$ cat config.mk
export PLATFORM = sky130hd
export DESIGN_NAME = adder_seq_ctrl_flat
export DESIGN_NICKNAME = d
export VERILOG_FILES = /design/src/rtl/adder_seq_ctrl_if.sv /design/src/rtl/adder_seq_ctrl.sv /design/src/flat_wrapper.sv
export SDC_FILE = /design/constraint.sdc
export NUM_CORES = 1
export LEC_CHECK = 0
export ABC_AREA = 1
export CAP_MARGIN = 20
export CORE_ASPECT_RATIO = 0.9
export CORE_MARGIN = 3
export CORE_UTILIZATION = 30
export CTS_CLUSTER_DIAMETER = 100
export DETAILED_ROUTE_END_ITERATION = 12
export PLACE_DENSITY = 0.63
export SLEW_MARGIN = 20
export SYNTH_ARGS = -nofsm -noshare
export SYNTH_HDL_FRONTEND = slang
export SYNTH_HIERARCHICAL = 1
export SYNTH_SLANG_ARGS = --single-unit
$ cat constraint.sdc
create_clock -name clk -period 3.4 [get_ports clk]
set_input_delay 0.68 -clock clk [delete_from_list [all_inputs] [get_ports clk]]
set_output_delay 0.68 -clock clk [all_outputs]
set_load 0.01 [all_outputs]
$ cat src/rtl/adder_seq_ctrl_if.sv
// rtl/adder_seq_ctrl_if.sv - request/result handshake bundle for adder_seq_ctrl
// op_sub exists only when ADDER_SEQ_SUB_EN is defined.
interface adder_seq_ctrl_if #(
  parameter int WIDTH = 16
);
  logic             in_valid;
  logic             in_ready;
  logic [WIDTH-1:0] op_a;
  logic [WIDTH-1:0] op_b;
  logic             op_ci;
`ifdef ADDER_SEQ_SUB_EN
  logic             op_sub;
`endif
  logic             out_valid;
  logic             out_ready;
  logic [WIDTH-1:0] sum;
  logic             cout;
  logic             busy;

  modport master (
    output in_valid, op_a, op_b, op_ci,
`ifdef ADDER_SEQ_SUB_EN
    output op_sub,
`endif
    output out_ready,
    input  in_ready, out_valid, sum, cout, busy
  );

  modport slave (
    input  in_valid, op_a, op_b, op_ci,
`ifdef ADDER_SEQ_SUB_EN
    input  op_sub,
`endif
    input  out_ready,
    output in_ready, out_valid, sum, cout, busy
  );
endinterface

$ cat src/rtl/adder_seq_ctrl.sv
// rtl/adder_seq_ctrl.sv - nibble-serial adder through one shared 4-bit CLA slice
// Optional subtract mode enabled by defining ADDER_SEQ_SUB_EN.
module adder_seq_cla4 (
  input  logic [3:0] a,
  input  logic [3:0] b,
  input  logic       ci,
  output logic [3:0] s,
  output logic       co
);
  logic [3:0] g;
  logic [3:0] p;
  logic       c1;
  logic       c2;
  logic       c3;

  assign g = a & b;
  assign p = a ^ b;

  // Flat lookahead terms: every carry depends only on g/p and ci.
  assign c1 = g[0] | (p[0] & ci);
  assign c2 = g[1] | (p[1] & g[0]) | (p[1] & p[0] & ci);
  assign c3 = g[2] | (p[2] & g[1]) | (p[2] & p[1] & g[0])
            | (p[2] & p[1] & p[0] & ci);
  assign co = g[3] | (p[3] & g[2]) | (p[3] & p[2] & g[1])
            | (p[3] & p[2] & p[1] & g[0]) | (p[3] & p[2] & p[1] & p[0] & ci);

  assign s = p ^ {c3, c2, c1, ci};
endmodule

module adder_seq_ctrl #(
  parameter int WIDTH = 16
) (
  input logic              clk,
  input logic              rst_n,
  adder_seq_ctrl_if.slave  bus
);
  localparam int N     = WIDTH / 4;
  localparam int IDX_W = (N > 1) ? $clog2(N) : 1;

  typedef enum logic [1:0] {
    IDLE = 2'd0,
    RUN  = 2'd1,
    DONE = 2'd2
  } state_t;

  state_t           state_q;
  state_t           state_d;

  logic [WIDTH-1:0] a_q;
  logic [WIDTH-1:0] b_q;
  logic [WIDTH-1:0] sum_q;
  logic             carry_q;
  logic             cout_q;
  logic [IDX_W-1:0] idx_q;

  logic             accept;
  logic             last_nib;
  logic             in_ready_c;
  logic             out_valid_c;
  logic             busy_c;
  logic             sub_sel;

  logic [3:0]       nib_a;
  logic [3:0]       nib_b;
  logic [3:0]       nib_s;
  logic             nib_co;

`ifdef ADDER_SEQ_SUB_EN
  assign sub_sel = bus.op_sub;
`else
  assign sub_sel = 1'b0;
`endif

  always_comb begin
    nib_a = 4'd0;
    nib_b = 4'd0;
    for (int i = 0; i < N; i++) begin
      if (idx_q == IDX_W'(i)) begin
        nib_a = a_q[4*i +: 4];
        nib_b = b_q[4*i +: 4];
      end
    end
  end

  // The only path from one nibble's carry to the next is carry_q.
  adder_seq_cla4 u_slice (
    .a  (nib_a),
    .b  (nib_b),
    .ci (carry_q),
    .s  (nib_s),
    .co (nib_co)
  );

  always_ff @(posedge clk or negedge rst_n) begin
    if (!rst_n) begin
      state_q <= IDLE;
    end else begin
      state_q <= state_d;
    end
  end

  always_comb begin
    state_d     = state_q;
    in_ready_c  = 1'b0;
    out_valid_c = 1'b0;
    busy_c      = 1'b0;
    accept      = 1'b0;
    last_nib    = 1'b0;
    case (state_q)
      IDLE: begin
        in_ready_c = 1'b1;
        if (bus.in_valid) begin
          accept  = 1'b1;
          state_d = RUN;
        end
      end
      RUN: begin
        busy_c = 1'b1;
        if (idx_q == IDX_W'(N - 1)) begin
          last_nib = 1'b1;
          state_d  = DONE;
        end
      end
      DONE: begin
        busy_c      = 1'b1;
        out_valid_c = 1'b1;
        if (bus.out_ready) begin
          state_d = IDLE;
        end
      end
      default: begin
        state_d = IDLE;
      end
    endcase
  end

  always_ff @(posedge clk or negedge rst_n) begin
    if (!rst_n) begin
      a_q     <= '0;
      b_q     <= '0;
      sum_q   <= '0;
      carry_q <= 1'b0;
      cout_q  <= 1'b0;
      idx_q   <= '0;
    end else if (accept) begin
      a_q     <= bus.op_a;
      b_q     <= sub_sel ? ~bus.op_b : bus.op_b;
      carry_q <= sub_sel ? 1'b1 : bus.op_ci;
      sum_q   <= '0;
      cout_q  <= 1'b0;
      idx_q   <= '0;
    end else if (state_q == RUN) begin
      for (int i = 0; i < N; i++) begin
        if (idx_q == IDX_W'(i)) begin
          sum_q[4*i +: 4] <= nib_s;
        end
      end
      carry_q <= nib_co;
      if (last_nib) begin
        cout_q <= nib_co;
        idx_q  <= '0;
      end else begin
        idx_q  <= idx_q + IDX_W'(1);
      end
    end
  end

  assign bus.in_ready  = in_ready_c;
  assign bus.out_valid = out_valid_c;
  assign bus.busy      = busy_c;
  assign bus.sum       = sum_q;
  assign bus.cout      = cout_q;
endmodule

$ cat src/flat_wrapper.sv
// flat-port wrapper written by rule: the top's interface ports become plain ports
module adder_seq_ctrl_flat 
#(
  parameter int WIDTH = 16
)
  (clk, rst_n, bus_in_valid, bus_op_a, bus_op_b, bus_op_ci, bus_out_ready, bus_in_ready, bus_out_valid, bus_sum, bus_cout, bus_busy);
  adder_seq_ctrl_if #(.WIDTH(WIDTH)) bus_i ();
  input logic clk;
  input logic rst_n;
  input wire logic [$bits(bus_i.in_valid)-1:0] bus_in_valid;
  input wire logic [$bits(bus_i.op_a)-1:0] bus_op_a;
  input wire logic [$bits(bus_i.op_b)-1:0] bus_op_b;
  input wire logic [$bits(bus_i.op_ci)-1:0] bus_op_ci;
  input wire logic [$bits(bus_i.out_ready)-1:0] bus_out_ready;
  output wire logic [$bits(bus_i.in_ready)-1:0] bus_in_ready;
  output wire logic [$bits(bus_i.out_valid)-1:0] bus_out_valid;
  output wire logic [$bits(bus_i.sum)-1:0] bus_sum;
  output wire logic [$bits(bus_i.cout)-1:0] bus_cout;
  output wire logic [$bits(bus_i.busy)-1:0] bus_busy;
  assign bus_i.in_valid = bus_in_valid;
  assign bus_i.op_a = bus_op_a;
  assign bus_i.op_b = bus_op_b;
  assign bus_i.op_ci = bus_op_ci;
  assign bus_i.out_ready = bus_out_ready;
  assign bus_in_ready = bus_i.in_ready;
  assign bus_out_valid = bus_i.out_valid;
  assign bus_sum = bus_i.sum;
  assign bus_cout = bus_i.cout;
  assign bus_busy = bus_i.busy;
  adder_seq_ctrl #(.WIDTH(WIDTH)) u_core (.clk(clk), .rst_n(rst_n), .bus(bus_i));
endmodule
==> flow_metrics.py, run 1 <==
metrics = {
    "logic_synthesis": {
        "synth_seq_cells": 54,
        "syn_area_per_cell_um2": 8.041,
        "synth_top_area_share_pct": 49.43,
        "synth.net_count": 391,
        "syn_area_mm2": 0.002734,
        "synthTopCellsByArea": "dfrtp_1 (49%), nand2_1 (21%), ha_1 (5.9%)",
        "seq_area_frac_synth_pct": 49.43,
        "syn_inst": 340,
        "synth_largest_area_cell": "dfrtp_1",
        "ys_warn_count": 6,
        "synth.distinct_cells": 20,
    },
    "timing": {
        "rsz0062_at_grt": "false",
        "timing.fmax_ghz": 0.3974,
        "report.final.slew_viol_count": 0,
        "slew_headroom_pct": 55.51,
        "timing.final.crit_share_pct": 74.01,
        "period_needed_ns": 2.516,
        "setup_viol": 0,
        "hold_ws_ns": 0.3912,
        "hold_viol_final": 0,
        "clock_skew_ns": 0.007546,
        "worstMarginPinSlew_ns": 0.6673,
        "tns_ns": 0,
    },
    "finish": {
        "drive_gt1_share_pct": 5.115,
        "syn2layout_area_growth_pct": 25.77,
        "instances_no_fill": 510,
        "final_area_mm2": 0.003438,
        "antenna_cells": 0,
        "n_fill_cell": 961,
        "final_nets": 441,
    },
    "clock_tree": {
        "clockBufferDepth": 2,
        "htree_levels": 2,
        "numCtsBuffers": 5,
        "cts_setup_buffers": 0,
        "path_clk_slew_ns": 0.10,
        "cts_tree": "done",
        "cts_root_buf": "clkbuf_8",
        "cts_hold_buf": 0,
        "cts_sinks": 54,
        "clock_latency_ns": 0.31,
        "post_cts_resized": 0,
    },
    "global_routing": {
        "grt_pass1_vias": 2287,
        "grt_pass1_wl_um": 10650,
        "grtUsageTotal_pct": 12.90,
        "grt_max_degree": 42,
        "antenna_found_initial": 0,
        "grt_overflow_total": 0,
    },
    "critical_path": {
        "cp.arrival_ns": 2.75,
        "path_class": "reg -> reg",
        "required_ns": 3.64,
        "end_kind": "flip-flop",
        "path_max_fanout": 17,
        "critPathLaunchType": "flip-flop",
    },
    "drt": {
        "wire_per_inst_um": 12.43,
        "drc": 0,
        "dr.pass1.iters": 4,
        "vias": 2289,
        "via_per_inst": 4.488,
        "drt_iter0_drc": 99,
        "ant_nets": 0,
        "drt_wl_total_um": 6341,
    },
    "power_and_ir_drop": {
        "p_total_mw": 3.346,
        "leakage_nw": 1.714,
        "ir_worst_vdd_v": 0.0003806,
        "p_per_area_mw_per_mm2": 973.3,
    },
    "placed_design": {
        "place_hpwl_um": 4667,
        "dp_cells": 502,
        "portBuffers": 56,
        "post_dp_cell_area_mm2": 0.003328,
        "place.gp.congestion": 0.8358,
    },
    "floorplan": {
        "die_x_um": 106.6,
        "rows": 32,
        "dieArea_mm2": 0.01030,
        "coreArea_mm2": 0.008728,
        "ioPinCount": 57,
        "die_y_um": 96.57,
        "start_util_pct": 31.32,
    },
    "worst_hold_path": {
        "hold_path.class": "in -> async",
    },
    "job": {
        "cap_viol_max_count": 0,
    },
    "run_status": {
        "status": "finished clean",
    },
}
cell type report:
type,instances,area [um2],share of cell area [%]
multi-input combinational,243,1154,33.55
sequential,54,1351,39.30
clock buffer,6,72.57,2.111
clock inverter,2,37.54,1.092
inverter,29,111.4,3.239
tap,119,148.9,4.330
timing repair buffer,57,563.0,16.38
registers in the layout, indices dropped and copies added, names as in the netlist:
name	flops
u_core/a_q	16
u_core/b_q	16
u_core/bus.cout	1
u_core/bus.sum	16
u_core/carry_q	1
u_core/idx_q	2
u_core/state_q	2
logic make-up (layout without fill, tap and decap cells):
family,count (synthesis),after routing,share of synthesized area (%)
AND/OR/NAND/NOR,183,183,26.96
flip-flops,54,54,49.43
AO/OA/AOI/OAI,45,45,8.238
buffers and inverters,43,94,8.375
adder cells (fa/ha/maj),14,14,6.682
XOR/XNOR,1,1,0.3204
worst paths after layout:
check	startpoint	to	slack (ns)	cells past startpoint
worst max-delay path	u_core/idx_q[0]	u_core/bus.sum[11]	0.88	12
min in group clk	u_core/b_q[14]	u_core/b_q[14]	0.49	2
worst min-delay path	rst_n	u_core/state_q[1]	0.39	1
max in group asynchronous	rst_n	u_core/b_q[13]	2.23	2
worst min register to register	u_core/b_q[14]	u_core/b_q[14]	0.49	2
worst max register to register	u_core/idx_q[0]	u_core/bus.sum[11]	0.88	12
placed cells by master (no fill, tap or decap), drive strengths merged, types with 2 or more instances in the layout:
master,instances
nand4,4
o21ai,27
buf,2
ha,13
clkbuf,6
dfrtp,54
a21oi,18
nor2,3
nand3,16
inv,29
nand2,159
clkdlybuf4s50,55
Yosys cell counts:
master / count
a21oi_1: 18
buf_2: 4
buf_4: 4
buf_6: 6
dfrtp_1: 54
fa_1: 1
ha_1: 13
inv_1: 23
inv_2: 5
inv_4: 1
nand2_1: 154
nand2_2: 4
nand2_4: 1
nand3_1: 16
nand4_1: 4
nor2_1: 3
o21ai_0: 13
o21ai_1: 14
or2_0: 1
xnor2_1: 1
worst max-delay path, stage by stage, from the launching register on:
cell	delay, ns
dfrtp_1	0.42
inv_1	0.12
ha_1	0.53
a21oi_1	0.15
nand2_1	0.10
nand2_1	0.05
ha_1	0.35
or2_0	0.22
nand2_1	0.09
nand3_1	0.07
nand2_1	0.07
nand2_1	0.09
o21ai_0	0.19
through the flow:
step / utilization, % / worst slack, ns
3_3_place_gp: 38.13 / 1.041
3_5_place_dp: 38.13 / 0.9251
5_1_grt: 39.39 / 0.6107
4_1_cts: 39.39 / 0.9021
2_1_floorplan: - / 1.248
6_report: 39.39 / 0.8838
power breakdown:
| group | switching [mW] | total (mW) | leakage (nW) | internal [mW] |
|---|---|---|---|---|
| registers | 0.156 | 1.08 | 0.687 | 0.919 |
| clock network | 0.210 | 0.430 | 0.0514 | 0.220 |
| logic | 1.13 | 1.84 | 0.976 | 0.708 |
| total | 1.50 | 3.35 | 1.71 | 1.85 |
per-layer routing:
metal	global-route usage, %	share of wire [%]	up-vias	routed length [um]
li1	-	-	1166	-
met3	2.791	6.0	10	379
met1	17.39	48	1046	3038
met2	20.86	45	67	2828
met5	0	0	-	0
met4	4.260	1.5	0	94
No activity file was read; power rests on OpenSTA's default activity.
==> run 2: changes to the inputs <==
- PLACE_DENSITY: 0.63 -> 0.65
- clock period: 3.4 -> 2.1 ns (I/O delays scaled with it)
==> flow_metrics.py, run 2 (synthesized netlist as in run 1, its figures left out) <==
metrics = {
    "timing": {
        "timing.final.crit_share_pct": 102.2,
        "rsz0062_at_grt": "true",
        "tns_ns": -0.2914,
        "hold_viol_final": 0,
        "setup_viol": 12,
        "report.final.slew_viol_count": 0,
        "hold_ws_ns": 0.1272,
        "worstMarginPinSlew_ns": 0.6256,
        "period_needed_ns": 2.146,
        "timing.fmax_ghz": 0.4659,
        "clock_skew_ns": 0.008461,
        "slew_headroom_pct": 58.29,
        "setup_slack_ns": -0.04618,
    },
    "finish": {
        "final_core_util_pct": 43.23,
        "drive_gt1_share_pct": 18.29,
        "final_common_cell": "nand2_1",
        "antenna_cells": 0,
        "final_cell_mix": "nand2_1 (144), clkdlybuf4s50_1 (55), dfrtp_1 (53), inv_1 (20), buf_4 (17)",
        "syn2layout_area_growth_pct": 38.03,
        "final_nets": 460,
    },
    "critical_path": {
        "critPathLaunchType": "flip-flop",
        "rrSetupSlack_ns": -0.05,
        "cp.arrival_ns": 2.38,
        "max_stage_delay_ns": 0.42,
        "path_max_fanout": 8,
        "worstRegToRegCells": 14,
        "crit_chain": "buf_6 > ha_4 > buf_8 > a21oi_2 > nand2_1 > nand2_1 > nand2_2 > ha_4 > nand3_2 > nand3_2 > nand3_1 > nand2_1 > nand3_1 > o21ai_1",
        "crit_top_cell": "nand2_1",
        "rr_endpoint": "u_core/bus.cout",
        "end_kind": "flip-flop",
        "r2r-start": "u_core/idx_q[1]",
        "endpoint": "u_core/bus.cout",
        "path_class": "reg -> reg",
        "required_ns": 2.33,
        "critPathLaunch": "u_core/idx_q[1]",
        "cpMaxStageDelayCell": "dfrtp_1",
    },
    "run_status": {
        "violations": "negative setup slack",
        "status": "finished, violations left",
    },
    "clock_tree": {
        "clock_latency_ns": 0.31,
        "numCtsBuffers": 5,
        "path_clk_slew_ns": 0.10,
        "clockBufferDepth": 2,
        "cts_root_buf": "clkbuf_8",
        "htree_levels": 2,
        "cts_sinks": 54,
        "cts_tree": "done",
    },
    "floorplan": {
        "die_y_um": 96.57,
        "coreArea_mm2": 0.008728,
        "start_util_pct": 31.32,
        "die_x_um": 106.6,
        "ioPinCount": 57,
        "rows": 32,
        "dieArea_mm2": 0.01030,
    },
    "drt": {
        "drc": 0,
        "drt_wl_total_um": 6919,
        "drt_iter0_drc": 177,
        "via_per_inst": 4.565,
        "vias": 2415,
        "dr.pass1.iters": 4,
        "ant_nets": 0,
        "wire_per_inst_um": 13.08,
    },
    "global_routing": {
        "grt_max_degree": 42,
        "grt_pass1_vias": 2296,
        "grtUsageTotal_pct": 13.58,
        "grt_pass1_wl_um": 11090,
        "grt_overflow_total": 0,
        "antenna_found_initial": 0,
    },
    "power_and_ir_drop": {
        "p_per_area_mw_per_mm2": 1677,
        "leakage_nw": 1.839,
        "p_total_mw": 6.329,
        "ir_worst_vdd_v": 0.0005659,
    },
    "placed_design": {
        "portBuffers": 56,
        "place.gp.congestion": 0.8805,
        "place_hpwl_um": 4941,
    },
    "job": {
        "cap_viol_max_count": 0,
    },
    "worst_hold_path": {
        "hold_path.class": "in -> async",
    },
}
-- run 2: cell count changes in the layout (fill, tap and decap cells not counted), sizes merged --
cell and change:
buf +19, bufinv -1, clkinv +2, clkinvlp -1
-- run 2: critical path: cells and delay by family, from the launching register on --
family / cells / cell delay, ns
compound gates: 2 / 0.25
simple gates: 8 / 0.62
flops: 1 / 0.42
fa+ha+maj: 2 / 0.49
buf+inv: 2 / 0.28
-- run 2: worst min-delay path by stage --
| stage | from | end | depth (start not counted) |
|---|---|---|---|
| 2_1_floorplan | rst_n | u_core/a_q[0] | 0 |
| 3_3_place_gp | rst_n | u_core/state_q[1] | 1 |
| 3_5_place_dp | rst_n | u_core/state_q[1] | 1 |
| 4_1_cts | rst_n | u_core/bus.sum[3] | 1 |
| 5_1_grt | rst_n | u_core/bus.sum[15] | 1 |
| 6_report | rst_n | u_core/state_q[1] | 1 |
-- run 2: per-layer routing --
metal | vias up | GRT usage (%) | share of wire [%]
met5 | - | 0 | 0
met4 | 0 | 4.473 | 2.0
met3 | 11 | 2.791 | 6.2
met2 | 83 | 21.80 | 46
li1 | 1202 | - | -
met1 | 1119 | 18.48 | 46
-- run 2: report_power, final --
part / total, mW / switching [mW] / leakage (nW) / internal [mW]
Sequential: 1.77 / 0.279 / 0.686 / 1.49
Clock: 0.569 / 0.333 / 0.0452 / 0.236
Combinational: 3.99 / 2.22 / 1.11 / 1.77
Total: 6.33 / 2.83 / 1.84 / 3.50
-- run 2: final cells by class --
cell class	count	area (um2)
sequential	54	1353
clock buffer	6	72.57
multi-input combinational	243	1343
fill	921	4955
inverter	29	113.9
timing repair buffer	76	729.5
tap	119	148.9
clock inverter	2	13.76
-- run 2: what timing repair did --
action,CTS,global route
resized for setup,19,35
buffers inserted,1,4
pin swaps,1,24
hold buffers,0,0
endpoints found under the setup margin,18,19
-- run 2: metrics by stage --
stage / cells / cell area, um2 / worst slack, ns
after floorplan: 340 / 2746 / 0.006241
after global placement: 516 / 3458 / -0.2210
after detailed placement: 516 / 3458 / -0.2558
after CTS: 525 / 3622 / 0.009015
after global routing: 529 / 3774 / -0.1904
final: 529 / 3774 / -0.04618
